**src/rtl/abl_pkg.sv**
```systemverilog
// abl_pkg: shared definitions for the 6502 low-byte address stage.
// Holds the 5-bit address-mode op encoding that the high-byte stage
// decodes identically, and a decode helper for the PC-load state set.
package abl_pkg;

  typedef enum logic [4:0] {
    AB_FETCH = 5'd0,
    AB_DATA  = 5'd1,
    AB_JSR0  = 5'd2,
    AB_JSR1  = 5'd3,
    AB_IND0  = 5'd4,
    AB_TXS   = 5'd5,
    AB_IRQ0  = 5'd6,
    AB_ZPXY  = 5'd7,
    AB_INDX0 = 5'd8,
    AB_INDX1 = 5'd9,
    AB_ABS0  = 5'd10,
    AB_JMP0  = 5'd11,
    AB_RTS0  = 5'd12,
    AB_RTS1  = 5'd13,
    AB_BRA0  = 5'd14,
    AB_PLA   = 5'd15,
    AB_PHA   = 5'd16,
    AB_BRK   = 5'd17,
    AB_BRK1  = 5'd18,
    AB_BRK2  = 5'd19,
    AB_RST   = 5'd20,
    AB_NMI   = 5'd21,
    AB_RMW   = 5'd22
  } ab_op_e;

  // States in which the PC advances to ABL+1.
  function automatic logic is_load_pc(input logic [4:0] op);
    return (op == AB_ZPXY) || (op == AB_BRK)  || (op == AB_ABS0) ||
           (op == AB_TXS)  || (op == AB_FETCH) || (op == AB_IND0);
  endfunction

endpackage

```
**src/rtl/abl_sp.sv**
```systemverilog
// abl_sp: 8-bit stack pointer register.
// Ports: clk, rst (sync, active high), en (advance), inc/dec/ld controls,
//   ld_val (TXS source), s_o (current S), s_inc_o (S+1, combinational).
// Load has priority over inc, inc over dec; all arithmetic wraps mod 256.
module abl_sp #(
  parameter logic [7:0] RESET_SP = 8'hFD
) (
  input  logic       clk,
  input  logic       rst,
  input  logic       en,
  input  logic       inc,
  input  logic       dec,
  input  logic       ld,
  input  logic [7:0] ld_val,
  output logic [7:0] s_o,
  output logic [7:0] s_inc_o
);

  logic [7:0] s_q, s_d;

  assign s_inc_o = s_q + 8'd1;
  assign s_o     = s_q;

  always_comb begin
    s_d = s_q;
    if (ld)       s_d = ld_val;
    else if (inc) s_d = s_inc_o;
    else if (dec) s_d = s_q - 8'd1;
  end

  always_ff @(posedge clk) begin
    if (rst)     s_q <= RESET_SP;
    else if (en) s_q <= s_d;
  end

endmodule

```
**src/rtl/abl.sv**
```systemverilog
// abl: low-byte address generator for the CPLD 6502.
// Ports:
//   clk, rst (sync, active high), RDY (advance enable)
//   op      address-mode state (abl_pkg::ab_op_e encoding)
//   DB, SB  data bus and special bus; use_idx adds SB as an index
//   ABL     address bus low byte
//   CO      registered carry of the last ABL add (high-byte CI)
//   PCL8    PCL increment wraps FF->00 this cycle (combinational)
//   PCL_OUT current PCL; PCL_OE requests PCL onto DB for pushes
module abl
  import abl_pkg::*;
#(
  parameter logic [7:0] RESET_SP = 8'hFD,
  parameter logic [7:0] VEC_NMI  = 8'hFA,
  parameter logic [7:0] VEC_RST  = 8'hFC,
  parameter logic [7:0] VEC_IRQ  = 8'hFE
) (
  input  logic       clk,
  input  logic       rst,
  input  logic       RDY,
  input  logic [4:0] op,
  input  logic [7:0] DB,
  input  logic [7:0] SB,
  input  logic       use_idx,
  output logic [7:0] ABL,
  output logic       CO,
  output logic       PCL8,
  output logic [7:0] PCL_OUT,
  output logic       PCL_OE
);

  logic [7:0] abl_q, abl_d;
  logic [7:0] pcl_q, pcl_d;
  logic [7:0] dl_q;
  logic       co_q, co_d;
  logic       load_pc;
  logic [7:0] abl_inc, idx;
  logic [8:0] sum_db, sum_bra;
  logic [7:0] sp_w, sp_inc_w;
  logic       sp_inc, sp_dec, sp_ld;

  assign load_pc = is_load_pc(op);
  assign abl_inc = abl_q + 8'd1;
  assign pcl_d   = load_pc ? abl_inc : pcl_q;
  assign idx     = use_idx ? SB : 8'h00;
  assign sum_db  = {1'b0, DB} + {1'b0, idx};
  // Unsigned add only; SB sign extension is applied by the high-byte stage.
  assign sum_bra = {1'b0, pcl_q} + {1'b0, SB};

  assign PCL8    = load_pc && (abl_q == 8'hFF);
  assign ABL     = abl_q;
  assign CO      = co_q;
  assign PCL_OUT = pcl_q;
  assign PCL_OE  = (op == AB_JSR1) || (op == AB_BRK1);

  always_comb begin
    abl_d  = 8'h00;
    co_d   = 1'b0;
    sp_inc = 1'b0;
    sp_dec = 1'b0;
    sp_ld  = 1'b0;
    case (op)
      AB_FETCH, AB_DATA, AB_JSR1, AB_IND0, AB_IRQ0: abl_d = pcl_d;
      AB_TXS: begin
        abl_d = pcl_d;
        sp_ld = 1'b1;
      end
      AB_ZPXY, AB_INDX0: abl_d = sum_db[7:0];
      AB_ABS0: begin
        abl_d = sum_db[7:0];
        co_d  = sum_db[8];
      end
      // Pointer high byte fetch stays in zero page: no carry out.
      AB_INDX1: abl_d = abl_inc;
      AB_JMP0:  abl_d = dl_q;
      AB_RTS1: begin
        abl_d = dl_q + 8'd1;
        co_d  = (dl_q == 8'hFF);
      end
      AB_BRA0: begin
        abl_d = sum_bra[7:0];
        co_d  = sum_bra[8];
      end
      AB_PLA, AB_RTS0: begin
        abl_d  = sp_inc_w;
        sp_inc = 1'b1;
      end
      AB_PHA, AB_BRK, AB_BRK1, AB_JSR0: begin
        abl_d  = sp_w;
        sp_dec = 1'b1;
      end
      AB_RST:  abl_d = VEC_RST;
      AB_NMI:  abl_d = VEC_NMI;
      AB_BRK2: abl_d = VEC_IRQ;
      AB_RMW: begin
        abl_d = abl_q;
        co_d  = co_q;
      end
      default: ;
    endcase
  end

  abl_sp #(.RESET_SP(RESET_SP)) u_sp (
    .clk     (clk),
    .rst     (rst),
    .en      (RDY),
    .inc     (sp_inc),
    .dec     (sp_dec),
    .ld      (sp_ld),
    .ld_val  (SB),
    .s_o     (sp_w),
    .s_inc_o (sp_inc_w)
  );

  always_ff @(posedge clk) begin
    if (rst) begin
      abl_q <= VEC_RST;
      pcl_q <= VEC_RST;
      co_q  <= 1'b0;
      dl_q  <= 8'h00;
    end else if (RDY) begin
      abl_q <= abl_d;
      pcl_q <= pcl_d;
      co_q  <= co_d;
      dl_q  <= DB;
    end
  end

endmodule

```
**config.mk**
```make
export PLATFORM = sky130hd
export DESIGN_NAME = abl
export DESIGN_NICKNAME = d
export VERILOG_FILES = /design/src/rtl/abl_pkg.sv /design/src/rtl/abl_sp.sv /design/src/rtl/abl.sv
export SDC_FILE = /design/constraint.sdc
export NUM_CORES = 1
export LEC_CHECK = 0
export ABC_AREA = 0
export BUFFER_PORTS_ARGS = -buffer_cell sky130_fd_sc_hd__buf_2
export CAP_MARGIN = 15
export CORE_MARGIN = 3
export CORE_UTILIZATION = 54
export CTS_CLUSTER_DIAMETER = 50
export DETAILED_ROUTE_END_ITERATION = 7
export PLACE_DENSITY = 0.8
export SLEW_MARGIN = 0
export SYNTH_ARGS = -nofsm -noshare
export SYNTH_HDL_FRONTEND = slang
export SYNTH_SLANG_ARGS = --single-unit
```
**constraint.sdc**
```tcl
create_clock -name clk -period 1.9 [get_ports clk]
set_clock_uncertainty 0.1 [all_clocks]
set_input_delay 0.095 -clock clk [delete_from_list [all_inputs] [get_ports clk]]
set_output_delay 0.095 -clock clk [all_outputs]
set_load 0.02 [all_outputs]
```
; Word level (Yosys, flattened, before mapping)
; Cells that the tools add are included.
[totals]
reg_bits = 33
inputBits = 25
output_inout_bits = 19
[op_classes]
add_sub_neg = 6
n_eq_ne = 24
n_mux = 10
n_bitwise = 1
reduce_logical = 15
[op_table]
columns = operator, n
row1 = case mux 8 bit (12 select lines), 1
row2 = "equality test 5 x 4 -> 1 bit, second input constant", 8
row3 = 2-to-1 mux 8 bit, 5
row4 = "equality test 5 bit, second input constant", 7
row5 = "adder 8 x 1 -> 8 bit, second input constant", 3
row6 = "equality test 5 x 3 -> 1 bit, second input constant", 4
row7 = adder 8 x 8 -> 9 bit, 2
row8 = "equality test 8 bit, second input constant", 2
row9 = "equality test 5 x 2 -> 1 bit, second input constant", 2
row10 = "subtractor 8 x 1 -> 8 bit, second input constant", 1
row11 = logical OR 1 bit, 6
row12 = OR reduction 6 bit, 1
row13 = "equality test 5 x 1 -> 1 bit, second input constant", 1
row14 = zero test 5 bit, 1
row15 = case mux 1 bit (4 select lines), 1
row16 = AND reduction 2 bit, 2
row17 = OR reduction 4 bit, 1
row18 = 2-to-1 mux 1 bit, 3
row19 = nonzero test 3 bit, 1
row20 = OR reduction 3 bit, 1
row21 = OR reduction 2 bit, 1
row22 = logical AND 1 bit, 1
row23 = NOT 1 bit, 1

; Logic depth before layout (Yosys ltp)
; Gate-level depths: netlist of the first run.
[depth]
word_depth = 8
ltp_mapped = 9

; Modules after synthesis
; From an unflattened synthesis of the first run, not the netlist that was laid out.
[hier_totals]
cells_unflattened = 429
area_unflattened_um2 = 3343.2
[modules_own_cells]
columns = mod, n_inst, cells_each, area_per_inst_um2, seq_area_each_um2
row1 = abl, 1, 336, 2610.0, 500.5
row2 = abl_sp, 1, 93, 733.2, 160.2

; Least setup slack after synthesis of the first run
; OpenSTA, ideal clock, no wires.
[synth_path]
path_type = register -> register
start = reg pcl_q[0] (netlist: PCL_OUT[0])
end = reg abl_q[6] (netlist: ABL[6])
t_arrival_ns = 2.027
required_time_ns = 1.720
setup_slack_ns = -0.307
path_stages_with_launch = 9
n_path_buf = 0
synth_period_minus_slack_ns = 2.207
cell_sequence = dfxtp_1 ha_1 fa_1 a211oi_1 o21bai_1 a21oi_1 xor2_1 o221a_2 o211ai_1
[synth_between]
elab_chain_cells = 2
[synth_lines]
columns = item, line_no
row1 = start: declaration, abl.sv:33  ; logic [7:0] pcl_q, pcl_d;
row2 = start signal: assignment, abl.sv:123  ; pcl_q <= pcl_d;
row3 = adder 8 x 8 -> 9 bit, abl.sv:48  ; assign sum_bra = {1'b0, pcl_q} + {1'b0, SB};
row4 = case mux 8 bit (12 select lines), abl.sv:62  ; case (op)
row5 = end signal: assignment, abl.sv:122  ; abl_q <= abl_d;
row6 = end: declaration, abl.sv:32  ; logic [7:0] abl_q, abl_d;
; No other way between the ends.
; A chain may end at the register's enable or synchronous reset.

; Final worst setup path of the first run
[layout_path]
start = reg pcl_q[0] (netlist: PCL_OUT[0])
end = reg abl_q[2] (netlist: ABL[2])
; Same word-level chain as after synthesis.

==> metrics.md, run 1 <==
| Metric | Value |
|---|---|
| Die X-Extent | `85.3 µm` |
| Xor and xnor area share after synthesis | `0.0667` |
| Initial antenna violation count | `0` |
| Pleak | `2.09 nW` |
| Chip height | `85.3 µm` |
| Diodes inserted | `0` |
| Initial Utilization | `0.566` |
| Pre-CTS setup slack | `-514 ps` |
| Top-area cell type share of the netlist area | `0.195` |
| Post-Synth Simple-Gate Area | `0.266` |
| Core Area | `0.00599 mm²` |
| Io pins | `44` |
| Failing checks | `setup timing` |
| Final setup margin | `-212 ps` |
| Cell Int Power | `0.00155 W` |
| Number of global-route vias before repair | `4110` |
| Post-synthesis sequential element count | `33` |
| Leading area contributor after synthesis | `dfxtp_1` |
| CTS Buf Count | `5` |
| Crit Path Category | `flip-flop to flip-flop` |
| Hold depth | `3` |
| Max clock buf depth | `2` |
| Routed len/inst | `20.1 µm` |
| Outcome | `finished, violations left` |
| Post-Layout Cell Count | `662` |
| Row cnt | `28` |
| Syn nets | `497` |
| Area Overhead vs Synth | `40.3%` |
| Hold Crit Class | `primary input to flip-flop` |
| Post-synth top cells | `nor2_1, dfxtp_1, a21oi_1` |
| Top-count cell post-synth | `nor2_1` |
| Clock sink count | `33` |
| Post-DRT Antenna Nets | `0` |
| Port bufs | `43` |
| Layout cells sized above 1 | `0.351` |
| DPL Wire Length | `10400 µm` |
| Avg Synthesized Cell Area | `7.54 µm²` |
| DRC Markers | `0` |
| Sequential area share after synthesis | `0.195` |
| Root Buffer | `clkbuf_8` |
| Total Routing Usage GR | `0.359` |
| Yosys warns | `0` |
| Number of max-cap violations | `0` |
| Largest family of logic cells by synthesized area | `compound AO/OA/AOI/OAI gates` |
| Number of enable flip-flop cells after synthesis | `0` |
| Worst setup EP type | `flip-flop` |
| Library cells used by synthesis | `66` |
| Logic pwr share | `0.389` |
| Post-Syn Area | `0.00339 mm²` |
| RePlAce Congestion | `1.02` |
| Congestion Overflow GR | `0` |
| Die Footprint | `0.00727 mm²` |
| Placed cells | `647` |
| FMAX | `474 MHz` |
| Clock share of power | `0.296` |
| Final net count | `633` |
| Max-Slew Margin vs Limit | `0.654` |
| Min Tclk post-route | `2110 ps` |
| Sequential group share of total power | `0.315` |
| H-Tree Level Count | `2` |
| Switching Share | `0.359` |
| Drt pass-1 iters | `6` |
| Max-slew violations | `0` |
| Ys async rst share | `0` |
| Multiplexer share of the synthesized area | `0.0479` |
| Clock transition at the registers of the reported paths | `90 ps` |
| CTS tree | `yes` |
| Routed vias/inst | `6.52` |
| R2r setup slk | `-210 ps` |
| RSZ-0062 raised after global routing | `yes` |
| Final period util | `1.11` |
| Data arrival, critical path | `2180 ps` |
| Top FF cell, synth | `dfxtp_1` |
| Dominant cells by area after synthesis | `dfxtp_1, ha_1, a21oi_1, nor2_1, mux2i_1` |
| Starting DRT DRC Count | `420` |
| CP required | `1970 ps` |
| Final hold vios | `0` |
| Largest net degree at the start of global routing | `19` |
| First-pass GRT wire length | `20800 µm` |
| Synthesized-area fraction occupied by adder cells | `0.0855` |
| Critical Path Start Type | `flip-flop` |
| Total wire length | `13300 µm` |
| CP max FO | `3` |
| P per Cell Area | `507 mW/mm²` |
| Clk Latency, worst-skew pair | `300 ps` |
| Synth Instances | `450` |
| Final setup vio count | `7` |
| Via count | `4314` |
| Compound-Gate Fraction of Synth Area | `0.296` |
| NetSw | `0.000866 W` |
| Reg2reg path depth | `7` |
| Least-Margin Pin Slew | `519 ps` |
| Maximum vdd drop | `0.470 mV` |
==> final timing paths <==
path,from,endpoint
worst min-delay path,DB[7],dl_q[7]
worst min register to register,PCL_OUT[4],PCL_OUT[4]
worst max-delay path,PCL_OUT[0],ABL[2]
worst max register to register,PCL_OUT[0],ABL[2]
==> power by group through the flow <==
stage	Sequential, W	Clock (W)	Combinational [W]
2_1_floorplan	0.000821	0	0.000439
3_3_place_gp	0.000774	0	0.000837
3_5_place_dp	0.000775	0	0.000855
4_1_cts	0.000760	0.000714	0.000879
5_1_grt	0.000764	0.000730	0.00100
6_report	0.000760	0.000714	0.000938
==> cell type report <==
cell class	count	area, µm²
Clock buffer	5	68.8
Clock inverter	3	46.3
Fill cell	449	1230
Inverter	8	30.0
Multi-Input combinational cell	382	2760
Sequential cell	33	669
Tap cell	75	93.8
Timing Repair Buffer	156	1100
==> sequential cells by signal, indices dropped and copies added, names as in the netlist <==
signal,count
ABL,8
CO,1
PCL_OUT,8
dl_q,8
u_sp.s_o,8
==> what timing repair did <==
action	CTS	global route
gates resized for setup	8	26
hold endpoints to repair	5	0
pin swaps	8	21
cloned	0	0
hold buffers	5	0
buffers inserted	0	2
endpoints found under the setup margin	7	15
==> critical path: stages, from the launching register on <==
cell	delay, ps
dfxtp_4	360
ha_4	160
fa_2	380
xor2_1	180
a31oi_1	180
o22ai_1	110
a2111oi_2	350
o221ai_1	160
==> cells by family after synthesis <==
logic type / Yosys count
AND/OR/NAND/NOR: 171
AO/OA/AOI/OAI: 148
buffers and inverters: 35
flip-flops: 33
XOR/XNOR: 25
adder cells (fa/ha/maj): 22
multiplexers: 16
==> cells in the final DEF, fill, tap and decap left out, types with 10 or more instances in the layout <==
| cell type | synthesis | layout |
|---|---|---|
| buf_4 | 2 | 105 |
| buf_2 | 6 | 42 |
| nor2_1 | 41 | 40 |
| dfxtp_1 | 33 | 30 |
| a21oi_1 | 31 | 28 |
| nand2_1 | 26 | 26 |
| o21ai_0 | 27 | 25 |
| nand3_1 | 25 | 24 |
| ha_1 | 20 | 16 |
| nand2b_1 | 14 | 14 |
| mux2i_1 | 14 | 14 |
| a31oi_1 | 13 | 13 |
| xor2_1 | 13 | 12 |
| xnor2_1 | 11 | 11 |
| nor3_1 | 12 | 10 |
| nor2b_1 | 10 | 10 |
==> through the flow <==
step / util / cell area (µm²) / hold WS (ps) / total power (W) / setup TNS, ps
5_1_grt: 0.795 / 4760 / 35.0 / 0.00250 / -1330
6_report: 0.795 / 4760 / 0.474 / 0.00241 / -814
2_1_floorplan: - / 3440 / 143 / 0.00126 / -276
4_1_cts: 0.773 / 4630 / 6.38 / 0.00235 / -894
3_3_place_gp: 0.739 / 4430 / 258 / 0.00161 / -1870
3_5_place_dp: 0.739 / 4430 / 268 / 0.00163 / -2730
==> per-layer routing <==
| metal | track usage | vias up | wire length [µm] |
|---|---|---|---|
| li1 | - | 1963 | - |
| met5 | 0 | - | 0 |
| met4 | 0.147 | 0 | 613 |
| met1 | 0.455 | 2019 | 5170 |
| met2 | 0.603 | 266 | 6250 |
| met3 | 0.0592 | 66 | 1260 |
No activity file was read; power rests on OpenSTA's default activity.
==> run 2: changes to the inputs <==
--- a/config.mk
+++ b/config.mk
@@ -11,6 +11,6 @@
 export CORE_MARGIN = 3
-export CORE_UTILIZATION = 54
+export CORE_UTILIZATION = 53
 export CTS_CLUSTER_DIAMETER = 50
 export DETAILED_ROUTE_END_ITERATION = 7
-export PLACE_DENSITY = 0.8
+export PLACE_DENSITY = 0.79
 export SLEW_MARGIN = 0
@@ -18,2 +18,3 @@
 export SYNTH_HDL_FRONTEND = slang
+export SYNTH_HIERARCHICAL = 1
 export SYNTH_SLANG_ARGS = --single-unit
==> constraint.sdc (replaced) <==
create_clock -name clk -period 1.9 [get_ports clk]
set_clock_uncertainty 0.1 [all_clocks]
set_input_delay 0.285 -clock clk [delete_from_list [all_inputs] [get_ports clk]]
set_output_delay 0.285 -clock clk [all_outputs]
set_load 0.02 [all_outputs]
==> run 2 against run 1 <==
  * The run ends with DRC, setup timing left
  * Combinational power is 42% higher
  * Non-clock buffer count is 54 higher
  * Synthesized area is 1.5% lower
  * Sequential share of layout area is 1.7 points lower
  * First-iteration DRC count is 140% higher
  * Clock power is 5.2% higher
  * Flip-flop and latch count stayed put
  * Setup slack worse by 360 ps
  * Global-route usage is 5.8 points higher
  * Cell count is 5.9% higher
  * Via count is 20% higher
  * Largest power group unchanged
==> metrics.md, run 2 <==
| Metric | Value |
|---|---|
| Outcome | `finished, violations left` |
| Failing checks | `DRC, setup timing` |
| Pleak | `2.43 nW (+16%)` |
| DPL Wire Length | `10300 µm (-0.75%)` |
| Diodes inserted | `0 (unchanged)` |
| Total Routing Usage GR | `0.417 (+0.0580)` |
| Leading area contributor after synthesis | `dfxtp_1` |
| Sequential area share after synthesis | `0.198 (+0.00291)` |
| Dominant cells by area after synthesis | `dfxtp_1, ha_1, nor2_1, xnor2_1, xor2_1` |
| Reg area | `684 µm² (+2.2%)` |
| FMAX | `404 MHz (-15%)` |
| Commonest non-fill, non-tap cell in the layout | `buf_4` |
| RePlAce Congestion | `1.02 (-0.11%)` |
| Area Overhead vs Synth | `66.2%` |
| Top FF cell, synth | `dfxtp_1` |
| CTS Buf Count | `5 (unchanged)` |
| Hold Crit Class | `primary input to flip-flop` |
| Crit Path Category | `flip-flop to flip-flop` |
| Delay-heaviest family, CP | `compound AO/OA/AOI/OAI gates` |
| Clock share of power | `0.262 (-0.034)` |
| Die Footprint | `0.00730 mm² (+0.35%)` |
| Die X-Extent | `85.4 µm (+0.18%)` |
| Number of enable flip-flop cells after synthesis | `0 (unchanged)` |
| Total wire length | `18900 µm (+43%)` |
| Final Util | `0.922 (+0.127)` |
| CTS tree | `yes` |
| Post-synthesis sequential element count | `33 (unchanged)` |
| Logic pwr share | `0.464 (+0.075)` |
| Initial antenna violation count | `0 (unchanged)` |
| Worst path cell trace | `ha_4 -> inv_2 -> fa_2 -> nor2b_4 -> o31ai_4 -> a32oi_2 -> or4b_1 -> a221o_1` |
| R2r setup slk | `-570 ps (-360 ps)` |
| Min Tclk post-route | `2470 ps (+363 ps)` |
| Fillers | `227 (-49%)` |
| P per Cell Area | `517 mW/mm² (+2.0%)` |
| Synth Instances | `429 (-4.7%)` |
| Sequential group share of total power | `0.275 (-0.040)` |
| Worst path bufs/invs | `1 (+1)` |
| Final hold vios | `0 (unchanged)` |
| CP Depth | `8 (+1)` |
| Switching Share | `0.381 (+0.0223)` |
| Yosys warns | `6 (+6)` |
| Syn nets | `476 (-4.2%)` |
| Routed vias/inst | `7.38 (+13%)` |
| Port bufs | `43 (unchanged)` |
| Core Area | `0.00603 mm² (+0.58%)` |
| Cell Int Power | `0.00178 W (+15%)` |
| Clock sink count | `33 (unchanged)` |
| Ys async rst share | `0 (unchanged)` |
| Post-DRT Antenna Nets | `0 (unchanged)` |
| Top-area cell type share of the netlist area | `0.198 (+0.00291)` |
| NetSw | `0.00109 W (+26%)` |
| Max-slew violations | `0 (unchanged)` |
| CP max FO | `2 (-1)` |
| Clk Latency, worst-skew pair | `310 ps (about the same)` |
| Reg2reg path depth | `8 (+1)` |
| Post-synth top cells | `nor2_1, dfxtp_1, nand2_1` |
| Io pins | `44 (unchanged)` |
| Max-Slew Margin vs Limit | `0.485 (-0.168)` |
| Total power | `0.00287 W (+19%)` |
| RSZ-0062 raised after global routing | `yes` |
| Post-Syn Area | `0.00334 mm² (-1.5%)` |
| Reg-to-Reg End | `ABL[4]` |
| Congestion Overflow GR | `0 (unchanged)` |
| Setup tns final | `-4000 ps (-3180 ps)` |
| DRC Markers | `52 (+52)` |
| Routed len/inst | `27.0 µm (+35%)` |
| Final setup margin | `-574 ps (-363 ps)` |
| Final net count | `672 (+6.2%)` |
| Avg Synthesized Cell Area | `7.79 µm² (+3.3%)` |
| Starting DRT DRC Count | `1004 (+140%)` |
| Clock transition at the registers of the reported paths | `90 ps (about the same)` |
| First-pass GRT wire length | `23800 µm (+15%)` |
| Least-Margin Pin Slew | `772 ps (+254 ps)` |
| Drt pass-1 iters | `8 (+2)` |
| Slowest CP cell | `or4b_1` |
| Top-count cell post-synth | `nor2_1` |
| Initial Utilization | `0.555 (-0.0116)` |
| Row cnt | `28 (unchanged)` |
| Chip height | `85.4 µm (+0.18%)` |
| Worst setup EP type | `flip-flop` |
| Final setup vio count | `18 (+11)` |
| Library cells used by synthesis | `71 (+7.6%)` |
| H-Tree Level Count | `2 (unchanged)` |
| Worst Setup EP | `ABL[4]` |
| Number of max-cap violations | `0 (unchanged)` |
| RR Startpoint | `PCL_OUT[0]` |
| Area of the multi-input gates | `0.00300 mm² (+8.9%)` |
| Largest net degree at the start of global routing | `35 (+16)` |
| Via count | `5172 (+20%)` |
| CTS hold repair buffers | `0 (-5)` |
| Maximum vdd drop | `0.506 mV (+7.7%)` |
| CP required | `1990 ps (+20 ps)` |
| Data arrival, critical path | `2570 ps (+390 ps)` |
| Layout cells sized above 1 | `0.506 (+0.155)` |
| Final period util | `1.30 (+0.191)` |
| CP peak stage delay | `460 ps (+80 ps)` |
| Max clock buf depth | `2 (unchanged)` |
| Root Buffer | `clkbuf_8` |
| Critical Path Start Type | `flip-flop` |
| Number of global-route vias before repair | `4524 (+10%)` |
| Most frequent cells in the layout | `buf_4, nor2_1, buf_2, nand2_1` |
| Crit path from | `PCL_OUT[0]` |
==> run 2: cell count changes after synthesis, sizes merged, moves of 7 or more <==
cell / previous run / this run
clkbuf: 16 / 9
inv: 8 / 16
a221oi: 0 / 7
o21ai: 29 / 17
nor2: 42 / 51
nand3: 25 / 10
==> run 2: routing by layer <==
layer,vias to the layer above,GRT usage,wire length (µm)
met5,-,0,0
met4,0,0.230,2280
met3,259,0.0796,2730
met2,626,0.681,7920
met1,2289,0.514,6020
li1,1998,-,-
==> run 2: worst min path at each step <==
stage                     slack (ps)  start  depth (start not counted)      end
final                            220  DB[5]                          3  dl_q[5]
after CTS                        180  DB[4]                          3  dl_q[4]
after global placement           370     CO                          2       CO
after global routing             210  DB[5]                          3  dl_q[5]
after floorplan                  330  DB[0]                          2  dl_q[0]
after detailed placement         360     CO                          2       CO
==> run 2: worst register-to-register path, cell delays in order (launching register included) <==
cell and delay [ps]:
dfxtp_4 370, ha_4 140, inv_2 40, fa_2 380
nor2b_4 190, o31ai_4 120, a32oi_2 280, or4b_1 460
a221o_1 290
==> run 2: area by class of cell <==
type	instances	share of cell area
flip-flops and latches	33	0.123
multi-input cells	358	0.540
clock inverters	1	0.00541
inverters	17	0.0115
repair buffers	210	0.287
well taps	75	0.0169
clock buffers	7	0.0155
==> run 2: stage by stage <==
step / cell area [µm²] / instances / setup slack (ps) / hold WS (ps)
global route: 5560 / 701 / -982 / 210
finish: 5560 / 701 / -574 / 218
floorplan: 3530 / 429 / -410 / 333
global placement: 4810 / 675 / -683 / 369
detailed placement: 4810 / 675 / -759 / 364
CTS: 5140 / 691 / -495 / 181
==> run 2: power groups by stage <==
stage / clock network (W) / registers (W) / logic (W)
2_1_floorplan: 0 / 0.000832 / 0.000492
3_3_place_gp: 0 / 0.000789 / 0.000970
3_5_place_dp: 0 / 0.000793 / 0.00100
4_1_cts: 0.000727 / 0.000778 / 0.00107
5_1_grt: 0.000757 / 0.000791 / 0.00138
6_report: 0.000751 / 0.000789 / 0.00133
==> run 2: kinds of logic (layout without fill, tap and decap cells) <==
group,Yosys count,in the layout,share of synthesized area
AND/OR/NAND/NOR,161,162,0.259
buffers and inverters,39,235,0.0591
multiplexers,16,16,0.0490
XOR/XNOR,31,31,0.0812
flip-flops,33,33,0.198
AO/OA/AOI/OAI,127,127,0.268
adder cells (fa/ha/maj),22,22,0.0868
==> run 2: repair_timing <==
item	in CTS	in global routing
buffers inserted	7	12
pin swaps	27	46
gates resized for setup	40	72
gates cloned	1	0
endpoints found under the setup margin	17	18
hold endpoints to repair	0	0
